==> src/rtl/uc_pkg.sv <==
// uc_pkg: shared definitions for the multi-cycle control unit.
//   - 8-bit opcode constants (opcodes wider than 8 bits are compared
//     zero-extended by the FSM before these are used)
//   - ALU function codes driven on alu_op
//   - FSM state enum and decode classes
//   - decode helper functions
package uc_pkg;

  localparam logic [7:0] OPC_ADD  = 8'h01;
  localparam logic [7:0] OPC_SUB  = 8'h02;
  localparam logic [7:0] OPC_MUL  = 8'h03;
  localparam logic [7:0] OPC_DIV  = 8'h04;
  localparam logic [7:0] OPC_MOD  = 8'h05;
  localparam logic [7:0] OPC_CMP  = 8'h1F;
  localparam logic [7:0] OPC_SHL  = 8'h3C;
  localparam logic [7:0] OPC_SHR  = 8'h3D;
  localparam logic [7:0] OPC_AND  = 8'h75;
  localparam logic [7:0] OPC_OR   = 8'h76;
  localparam logic [7:0] OPC_XOR  = 8'h77;
  localparam logic [7:0] OPC_NOT  = 8'h78;
  localparam logic [7:0] OPC_NAND = 8'h79;
  localparam logic [7:0] OPC_NOR  = 8'h7A;
  localparam logic [7:0] OPC_XNOR = 8'h7B;
  localparam logic [7:0] OPC_JMP  = 8'h81;
  localparam logic [7:0] OPC_CALL = 8'h82;
  localparam logic [7:0] OPC_RET  = 8'h83;
  localparam logic [7:0] OPC_GOTO = 8'h84;
  localparam logic [7:0] OPC_JZ   = 8'h85;
  localparam logic [7:0] OPC_JNZ  = 8'h87;
  localparam logic [7:0] OPC_HALT = 8'hFF;

  localparam logic [3:0] ALU_NONE = 4'd0;
  localparam logic [3:0] ALU_ADD  = 4'd1;
  localparam logic [3:0] ALU_SUB  = 4'd2;
  localparam logic [3:0] ALU_MUL  = 4'd3;
  localparam logic [3:0] ALU_DIV  = 4'd4;
  localparam logic [3:0] ALU_MOD  = 4'd5;
  localparam logic [3:0] ALU_AND  = 4'd6;
  localparam logic [3:0] ALU_OR   = 4'd7;
  localparam logic [3:0] ALU_XOR  = 4'd8;
  localparam logic [3:0] ALU_NAND = 4'd9;
  localparam logic [3:0] ALU_NOR  = 4'd10;
  localparam logic [3:0] ALU_XNOR = 4'd11;
  localparam logic [3:0] ALU_CMP  = 4'd12;
  localparam logic [3:0] ALU_SHL  = 4'd13;
  localparam logic [3:0] ALU_SHR  = 4'd14;
  localparam logic [3:0] ALU_NOT  = 4'd15;

  typedef enum logic [3:0] {
    ST_START, ST_FETCH, ST_DECODE, ST_EXEC, ST_WAIT_ALU, ST_WB,
    ST_BRANCH, ST_CALL, ST_RET, ST_HALT, ST_TRAP
  } state_e;

  typedef enum logic [2:0] {
    CLS_ALU, CLS_LONG, CLS_BRANCH, CLS_CALL, CLS_RET, CLS_HALT, CLS_ILLEGAL
  } op_class_e;

  function automatic logic [3:0] alu_func(input logic [7:0] opc);
    case (opc)
      OPC_ADD:  return ALU_ADD;
      OPC_SUB:  return ALU_SUB;
      OPC_MUL:  return ALU_MUL;
      OPC_DIV:  return ALU_DIV;
      OPC_MOD:  return ALU_MOD;
      OPC_AND:  return ALU_AND;
      OPC_OR:   return ALU_OR;
      OPC_XOR:  return ALU_XOR;
      OPC_NAND: return ALU_NAND;
      OPC_NOR:  return ALU_NOR;
      OPC_XNOR: return ALU_XNOR;
      OPC_CMP:  return ALU_CMP;
      OPC_SHL:  return ALU_SHL;
      OPC_SHR:  return ALU_SHR;
      OPC_NOT:  return ALU_NOT;
      default:  return ALU_NONE;
    endcase
  endfunction

  function automatic op_class_e op_class(input logic [7:0] opc);
    case (opc)
      OPC_MUL, OPC_DIV, OPC_MOD:                  return CLS_LONG;
      OPC_JMP, OPC_GOTO, OPC_JZ, OPC_JNZ:         return CLS_BRANCH;
      OPC_CALL:                                   return CLS_CALL;
      OPC_RET:                                    return CLS_RET;
      OPC_HALT:                                   return CLS_HALT;
      default: return (alu_func(opc) != ALU_NONE) ? CLS_ALU : CLS_ILLEGAL;
    endcase
  endfunction

endpackage

==> src/rtl/uc_multicycle_if.sv <==
// uc_multicycle_if: bundle between the control unit and the datapath.
//   master - the control unit: takes ir/mem_ready/alu_done/zero_flag,
//            drives every load strobe, alu_op and the status flags.
//   slave  - the datapath side (IR, PC, register file, ALU, stack).
interface uc_multicycle_if #(
  parameter int OP_W     = 8,
  parameter int ALU_OP_W = 8
);
  logic [OP_W-1:0]     ir;
  logic                mem_ready;
  logic                alu_done;
  logic                zero_flag;
  logic                ir_load;
  logic                pc_inc;
  logic                pc_load;
  logic                reg_load_a;
  logic                reg_load_b;
  logic                reg_load_c;
  logic                alu_start;
  logic [ALU_OP_W-1:0] alu_op;
  logic                sp_push;
  logic                sp_pop;
  logic                trap;
  logic                halted;

  modport master (
    input  ir, mem_ready, alu_done, zero_flag,
    output ir_load, pc_inc, pc_load, reg_load_a, reg_load_b, reg_load_c,
           alu_start, alu_op, sp_push, sp_pop, trap, halted
  );

  modport slave (
    output ir, mem_ready, alu_done, zero_flag,
    input  ir_load, pc_inc, pc_load, reg_load_a, reg_load_b, reg_load_c,
           alu_start, alu_op, sp_push, sp_pop, trap, halted
  );
endinterface

==> src/rtl/uc_multicycle_wait_counter.sv <==
// uc_wait_counter: loadable down-counter bounding the WAIT_ALU state.
//   clk_i, rst_ni : clock, synchronous active-low reset (count -> 0)
//   load_i        : load load_val_i (has priority over dec_i)
//   dec_i         : count down by one, saturating at zero
//   expired_o     : count is zero
module uc_wait_counter #(
  parameter int W = 4
) (
  input  logic         clk_i,
  input  logic         rst_ni,
  input  logic         load_i,
  input  logic [W-1:0] load_val_i,
  input  logic         dec_i,
  output logic         expired_o
);
  logic [W-1:0] cnt_q;

  always_ff @(posedge clk_i) begin
    if (!rst_ni) begin
      cnt_q <= '0;
    end else if (load_i) begin
      cnt_q <= load_val_i;
    end else if (dec_i && !expired_o) begin
      cnt_q <= cnt_q - 1'b1;
    end
  end

  assign expired_o = (cnt_q == '0);
endmodule

==> src/rtl/uc_multicycle.sv <==
// uc_multicycle: handshaked multi-cycle control unit of the 8-bit CPU.
//   clk_i  : rising-edge clock
//   rst_ni : synchronous active-low reset
//   bus    : master side of uc_multicycle_if (instruction/ALU handshakes
//            in, datapath load strobes, alu_op, trap and halted out)
// Strobes are decoded from the registered state; only ir_load also looks
// at mem_ready so the IR captures in the cycle the fetch completes.
module uc_multicycle
  import uc_pkg::*;
#(
  parameter int OP_W        = 8,
  parameter int ALU_OP_W    = 8,
  parameter int ALU_TIMEOUT = 16
) (
  input  logic            clk_i,
  input  logic            rst_ni,
  uc_multicycle_if.master bus
);
  // The counter holds ALU_TIMEOUT-1 on WAIT entry, so the cycle where it
  // reads zero is the ALU_TIMEOUT-th WAIT cycle.
  localparam int CNT_W = (ALU_TIMEOUT > 1) ? $clog2(ALU_TIMEOUT) : 1;
  localparam logic [CNT_W-1:0] CNT_LOAD = CNT_W'(ALU_TIMEOUT - 1);

  state_e              state_q, state_d;
  logic [ALU_OP_W-1:0] alu_op_q, alu_op_d;
  logic                taken_q, taken_d;
  logic                long_q, long_d;
  logic                cmp_q, cmp_d;

  logic [7:0]  opc;
  logic        opc_hi_zero;
  op_class_e   cls;
  logic [3:0]  func;
  logic        br_taken;
  logic        cnt_load, cnt_dec, cnt_expired;

  logic ir_load, pc_inc, pc_load, reg_load_a, reg_load_b, reg_load_c;
  logic alu_start, sp_push, sp_pop, trap, halted;

  // Opcodes wider than 8 bits must have zero upper bits to be legal.
  assign opc         = bus.ir[7:0];
  assign opc_hi_zero = ((bus.ir >> 8) == '0);

  always_comb begin
    cls      = opc_hi_zero ? op_class(opc) : CLS_ILLEGAL;
    func     = opc_hi_zero ? alu_func(opc) : ALU_NONE;
    br_taken = 1'b1;
    if (opc == OPC_JZ)  br_taken = bus.zero_flag;
    if (opc == OPC_JNZ) br_taken = !bus.zero_flag;
  end

  always_ff @(posedge clk_i) begin
    if (!rst_ni) begin
      state_q  <= ST_START;
      alu_op_q <= '0;
      taken_q  <= 1'b0;
      long_q   <= 1'b0;
      cmp_q    <= 1'b0;
    end else begin
      state_q  <= state_d;
      alu_op_q <= alu_op_d;
      taken_q  <= taken_d;
      long_q   <= long_d;
      cmp_q    <= cmp_d;
    end
  end

  always_comb begin
    state_d    = state_q;
    alu_op_d   = alu_op_q;
    taken_d    = taken_q;
    long_d     = long_q;
    cmp_d      = cmp_q;
    ir_load    = 1'b0;
    pc_inc     = 1'b0;
    pc_load    = 1'b0;
    reg_load_a = 1'b0;
    reg_load_b = 1'b0;
    reg_load_c = 1'b0;
    alu_start  = 1'b0;
    sp_push    = 1'b0;
    sp_pop     = 1'b0;
    trap       = 1'b0;
    halted     = 1'b0;
    cnt_load   = 1'b0;
    cnt_dec    = 1'b0;

    case (state_q)
      ST_START: state_d = ST_FETCH;
      ST_FETCH: begin
        ir_load = bus.mem_ready;
        if (bus.mem_ready) state_d = ST_DECODE;
      end
      ST_DECODE: begin
        alu_op_d = ALU_OP_W'(func);
        taken_d  = br_taken;
        long_d   = (cls == CLS_LONG);
        cmp_d    = (func == ALU_CMP);
        case (cls)
          CLS_ALU, CLS_LONG: state_d = ST_EXEC;
          CLS_BRANCH:        state_d = ST_BRANCH;
          CLS_CALL:          state_d = ST_CALL;
          CLS_RET:           state_d = ST_RET;
          CLS_HALT:          state_d = ST_HALT;
          default:           state_d = ST_TRAP;
        endcase
      end
      ST_EXEC: begin
        reg_load_a = 1'b1;
        reg_load_b = 1'b1;
        alu_start  = long_q;
        cnt_load   = long_q;
        state_d    = long_q ? ST_WAIT_ALU : ST_WB;
      end
      ST_WAIT_ALU: begin
        cnt_dec = 1'b1;
        // A result arriving on the last allowed cycle still completes.
        if (bus.alu_done)     state_d = ST_WB;
        else if (cnt_expired) state_d = ST_TRAP;
      end
      ST_WB: begin
        pc_inc     = 1'b1;
        reg_load_c = !cmp_q;  // CMP only updates flags
        state_d    = ST_FETCH;
      end
      ST_BRANCH: begin
        pc_load = taken_q;
        pc_inc  = !taken_q;
        state_d = ST_FETCH;
      end
      ST_CALL: begin
        sp_push = 1'b1;
        pc_load = 1'b1;
        state_d = ST_FETCH;
      end
      ST_RET: begin
        sp_pop  = 1'b1;
        state_d = ST_FETCH;
      end
      ST_HALT: halted = 1'b1;
      ST_TRAP: trap   = 1'b1;
      default: state_d = ST_TRAP;
    endcase
  end

  uc_wait_counter #(.W(CNT_W)) u_wait_counter (
    .clk_i      (clk_i),
    .rst_ni     (rst_ni),
    .load_i     (cnt_load),
    .load_val_i (CNT_LOAD),
    .dec_i      (cnt_dec),
    .expired_o  (cnt_expired)
  );

  // Outputs are forced low while reset is asserted, before the state
  // register has been cleared by the reset edge.
  assign bus.ir_load    = rst_ni & ir_load;
  assign bus.pc_inc     = rst_ni & pc_inc;
  assign bus.pc_load    = rst_ni & pc_load;
  assign bus.reg_load_a = rst_ni & reg_load_a;
  assign bus.reg_load_b = rst_ni & reg_load_b;
  assign bus.reg_load_c = rst_ni & reg_load_c;
  assign bus.alu_start  = rst_ni & alu_start;
  assign bus.sp_push    = rst_ni & sp_push;
  assign bus.sp_pop     = rst_ni & sp_pop;
  assign bus.trap       = rst_ni & trap;
  assign bus.halted     = rst_ni & halted;
  assign bus.alu_op     = rst_ni ? alu_op_q : '0;
endmodule

==> src/flat_wrapper.sv <==
// flat-port wrapper written by rule: the top's interface ports become plain ports
module uc_multicycle_flat import uc_pkg::*;
#(
  parameter int OP_W        = 8,
  parameter int ALU_OP_W    = 8,
  parameter int ALU_TIMEOUT = 16
)
  (clk_i, rst_ni, bus_ir, bus_mem_ready, bus_alu_done, bus_zero_flag, bus_ir_load, bus_pc_inc, bus_pc_load, bus_reg_load_a, bus_reg_load_b, bus_reg_load_c, bus_alu_start, bus_alu_op, bus_sp_push, bus_sp_pop, bus_trap, bus_halted);
  uc_multicycle_if #(.OP_W(OP_W), .ALU_OP_W(ALU_OP_W)) bus_i ();
  input  logic clk_i;
  input  logic rst_ni;
  input wire logic [$bits(bus_i.ir)-1:0] bus_ir;
  input wire logic [$bits(bus_i.mem_ready)-1:0] bus_mem_ready;
  input wire logic [$bits(bus_i.alu_done)-1:0] bus_alu_done;
  input wire logic [$bits(bus_i.zero_flag)-1:0] bus_zero_flag;
  output wire logic [$bits(bus_i.ir_load)-1:0] bus_ir_load;
  output wire logic [$bits(bus_i.pc_inc)-1:0] bus_pc_inc;
  output wire logic [$bits(bus_i.pc_load)-1:0] bus_pc_load;
  output wire logic [$bits(bus_i.reg_load_a)-1:0] bus_reg_load_a;
  output wire logic [$bits(bus_i.reg_load_b)-1:0] bus_reg_load_b;
  output wire logic [$bits(bus_i.reg_load_c)-1:0] bus_reg_load_c;
  output wire logic [$bits(bus_i.alu_start)-1:0] bus_alu_start;
  output wire logic [$bits(bus_i.alu_op)-1:0] bus_alu_op;
  output wire logic [$bits(bus_i.sp_push)-1:0] bus_sp_push;
  output wire logic [$bits(bus_i.sp_pop)-1:0] bus_sp_pop;
  output wire logic [$bits(bus_i.trap)-1:0] bus_trap;
  output wire logic [$bits(bus_i.halted)-1:0] bus_halted;
  assign bus_i.ir = bus_ir;
  assign bus_i.mem_ready = bus_mem_ready;
  assign bus_i.alu_done = bus_alu_done;
  assign bus_i.zero_flag = bus_zero_flag;
  assign bus_ir_load = bus_i.ir_load;
  assign bus_pc_inc = bus_i.pc_inc;
  assign bus_pc_load = bus_i.pc_load;
  assign bus_reg_load_a = bus_i.reg_load_a;
  assign bus_reg_load_b = bus_i.reg_load_b;
  assign bus_reg_load_c = bus_i.reg_load_c;
  assign bus_alu_start = bus_i.alu_start;
  assign bus_alu_op = bus_i.alu_op;
  assign bus_sp_push = bus_i.sp_push;
  assign bus_sp_pop = bus_i.sp_pop;
  assign bus_trap = bus_i.trap;
  assign bus_halted = bus_i.halted;
  uc_multicycle #(.OP_W(OP_W), .ALU_OP_W(ALU_OP_W), .ALU_TIMEOUT(ALU_TIMEOUT)) u_core (.clk_i(clk_i), .rst_ni(rst_ni), .bus(bus_i));
endmodule
==> config.mk <==
export PLATFORM = sky130hd
export DESIGN_NAME = uc_multicycle_flat
export DESIGN_NICKNAME = d
export VERILOG_FILES = /design/src/rtl/uc_pkg.sv /design/src/rtl/uc_multicycle_if.sv /design/src/rtl/uc_multicycle_wait_counter.sv /design/src/rtl/uc_multicycle.sv /design/src/flat_wrapper.sv
export SDC_FILE = /design/constraint.sdc
export NUM_CORES = 1
export LEC_CHECK = 0
export ABC_AREA = 1
export CAP_MARGIN = 20
export CORE_UTILIZATION = 50
export DETAILED_ROUTE_END_ITERATION = 10
export GPL_TIMING_DRIVEN = 0
export MAX_ROUTING_LAYER = met4
export PLACE_DENSITY = 0.8
export SLEW_MARGIN = 20
export SYNTH_ARGS = -nofsm -noshare
export SYNTH_HDL_FRONTEND = slang
export SYNTH_SLANG_ARGS = --single-unit
==> constraint.sdc <==
create_clock -name clk_i -period 1.7 [get_ports clk_i]
set_input_delay 0.34 -clock clk_i [delete_from_list [all_inputs] [get_ports clk_i]]
set_output_delay 0.34 -clock clk_i [all_outputs]
set_load 0.01 [all_outputs]
==> run summary <==
post-synthesis cell type with the largest combined area: sky130_fd_sc_hd__dfxtp_1
slack of the worst reg-to-reg path: 0.03 ns
type of the worst setup path: flop to output port
count of endpoints failing hold in the final timing report: 0
buffer levels on the longest clock path: 2
share of the synthesized area in the top cell type: 22.14%
hold path start: rst_ni
placement-stage cell area: 1675 um^2
Synth Register Bits: 15
RSZ-0062 raised after global routing: true
Arr. time, crit path: 1.38 ns
final instance area: 1939 um^2
last weighted congestion value of the routability-driven placer: 0.9102
CTS tree: built
proportion of synthesized chip area in sequential cells: 22.14%
CP Launch Type: flop
clock latency at the later pin of the worst-skew pair: 0.30 ns
largest net degree at the start of global routing: 11
depth of the worst register-to-register path: 8
total grt overflow: 0
Routed met1 length: 1738 um
violations in the final reports: setup timing
required time of the critical path: 1.36 ns
TritonCTS Sinks: 15
Post-Syn Instances: 244
power per cell area: 784.0 nW/um^2
start of the worst register-to-register path: u_core.state_q[0]
most common cell after layout, fill and taps aside: sky130_fd_sc_hd__nand2_1
number of synthesized flops with an enable pin: 0
largest voltage drop on the vdd net: 0.7998 mV
filler cell count: 206
Max H-tree Level: 1
Max Freq: 0.5816 GHz
DRC violations left: 0
final setup skew: 0.01643 ns
Wirelength per Cell: 12.44 um
leakage power: 1.053 nW
WL met2: 2003 um
via count of the routed design: 1656
Synth warnings: 0
count of cells along the worst hold path: 5
final routed wirelength across all metal layers: 4029 um
overall die area: 2925 um^2
crit path max fanout: 6
area growth from synthesis to final layout: 42.99%
Top Ports: 32
share of flip-flops with an asynchronous set or reset: 0%
HPWL after DPL: 2561 um
number of core rows: 18
iteration-0 DRC count of the detailed router: 86
total CTS buffers: 3
status: finished with violations
Hold WC Path Type: input port to flop
Highest Signal Layer: met4
r2r endpoint: u_core.state_q[1]
min Tclk post-route: 1.719 ns
DIE HEIGHT: 54.08 um
worst hold margin: 0.4765 ns
netlist area before placement: 1356 um^2
Tcrit/Tclk final: 101.1%
antenna violations before repair: 0
Vias per Instance: 5.111
CP endpoint: bus_pc_inc
Inserted Diodes: 0
count of antenna-violating nets left after detailed routing: 0
die span in x: 54.08 um
commonest cells after routing, fill and taps aside: sky130_fd_sc_hd__nand2_1 (59), sky130_fd_sc_hd__inv_1 (32), sky130_fd_sc_hd__nor2_1 (31)
Mean Syn Cell Area: 5.559 um^2
dominant synthesized flop cell: sky130_fd_sc_hd__dfxtp_1
effective utilization at floorplan: 53.77%
Layout Nets: 309
overall track demand over capacity in global routing: 28.03%
setup TNS: -0.01938 ns
number of input and output port buffers inserted: 27
sort of element at the end of the critical path: output port
Routed met3 length: 232 um
top cells by area in the synthesized netlist: sky130_fd_sc_hd__dfxtp_1 (22%), sky130_fd_sc_hd__nand2_1 (18%), sky130_fd_sc_hd__nor2_1 (13%)
Placeable Area: 2522 um^2
number of max-cap violations: 0
post-route total power: 1.520 mW
critical path startpoint: u_core.state_q[3]
number of distinct library cell variants in the gate-level netlist after synthesis: 30
fraction of final layout cells sized beyond drive strength 1: 31.29%
drt pass-1 iters: 5
worst slack after detailed placement: -0.8873 ns
global-route wire length before repair: 5671 um
Clk pin slew, worst setup/hold paths: 0.10 ns
setup violators final: 1
final count of pins violating max slew: 0
worst path setup slack after routing: -0.01938 ns
via count of the first global-routing pass: 1340
Root Buffer: sky130_fd_sc_hd__clkbuf_4
cell type report:
cell class / count / area, um^2 / area share (%)
multi-input combinational: 183 / 964.7 / 49.74
timing repair buffer: 44 / 377.9 / 19.48
sequential: 15 / 315.3 / 16.26
inverter: 42 / 161.4 / 8.323
buffer: 6 / 55.05 / 2.839
tap: 30 / 37.54 / 1.935
clock buffer: 3 / 22.52 / 1.161
clock inverter: 1 / 5.005 / 0.2581
Yosys cell counts, drive strengths merged (2+ instances only):
| cell | instances |
|---|---|
| a21oi | 9 |
| buf | 5 |
| clkbuf | 2 |
| dfxtp | 15 |
| inv | 42 |
| nand2 | 71 |
| nand3 | 15 |
| nand4 | 4 |
| nor2 | 51 |
| nor3 | 4 |
| o21ai | 15 |
per-stage QoR:
stage,util [%],instances
floorplan,-,247
global placement,66.42,304
detailed placement,66.42,304
CTS,72.92,322
global route,76.88,324
finish,76.88,324
cell families (layout without fill, tap and decap cells):
family	after synthesis	in the layout	synth area share (%)
simple gates	146	146	46.77
flops	15	15	22.14
buf+inv	49	96	14.95
other cells	1	4	0.2765
fa+ha+maj	1	1	0.9224
compound gates	32	32	14.95
power by group:
| part | leakage [nW] | switching [mW] | internal, mW | total (mW) |
|---|---|---|---|---|
| clock network | 0.0177 | 0.123 | 0.0876 | 0.210 |
| registers | 0.125 | 0.0809 | 0.442 | 0.523 |
| logic | 0.911 | 0.481 | 0.306 | 0.787 |
layer usage:
metal,track usage (%),vias up
li1,-,858
met1,34.39,721
met2,45.06,69
met3,6.215,8
met4,9.402,0
met5,-,-
worst min-delay path by stage:
stage                         endpoint  slack (ns)
floorplan                 u_core.cmp_q        0.45
global placement          u_core.cmp_q        0.47
detailed placement        u_core.cmp_q        0.47
CTS                 u_core.alu_op_q[2]        0.47
global route        u_core.alu_op_q[2]        0.50
finish              u_core.alu_op_q[2]        0.48
timing repair:
| item | in CTS | in global routing |
|---|---|---|
| hold buffers | 0 | 0 |
| setup endpoints to repair | 15 | 17 |
| buffers inserted | 15 | 3 |
| pin swaps | 1 | 4 |
| resized for setup | 55 | 46 |
worst max-delay path, cell delays in order (launching register included):
cell and delay (ns):
sky130_fd_sc_hd__dfxtp_4 0.37, sky130_fd_sc_hd__inv_1 0.12, sky130_fd_sc_hd__nand2_2 0.13, sky130_fd_sc_hd__a2111oi_2 0.29
sky130_fd_sc_hd__buf_2 0.19
state kept, by name (all words and copies together), names as in the netlist:
signal,count
u_core.u_wait_counter.cnt_q,4
u_core.cmp_q,1
u_core.taken_q,1
u_core.long_q,1
u_core.state_q,4
u_core.alu_op_q,4
Power figures use the tool's default switching activity.
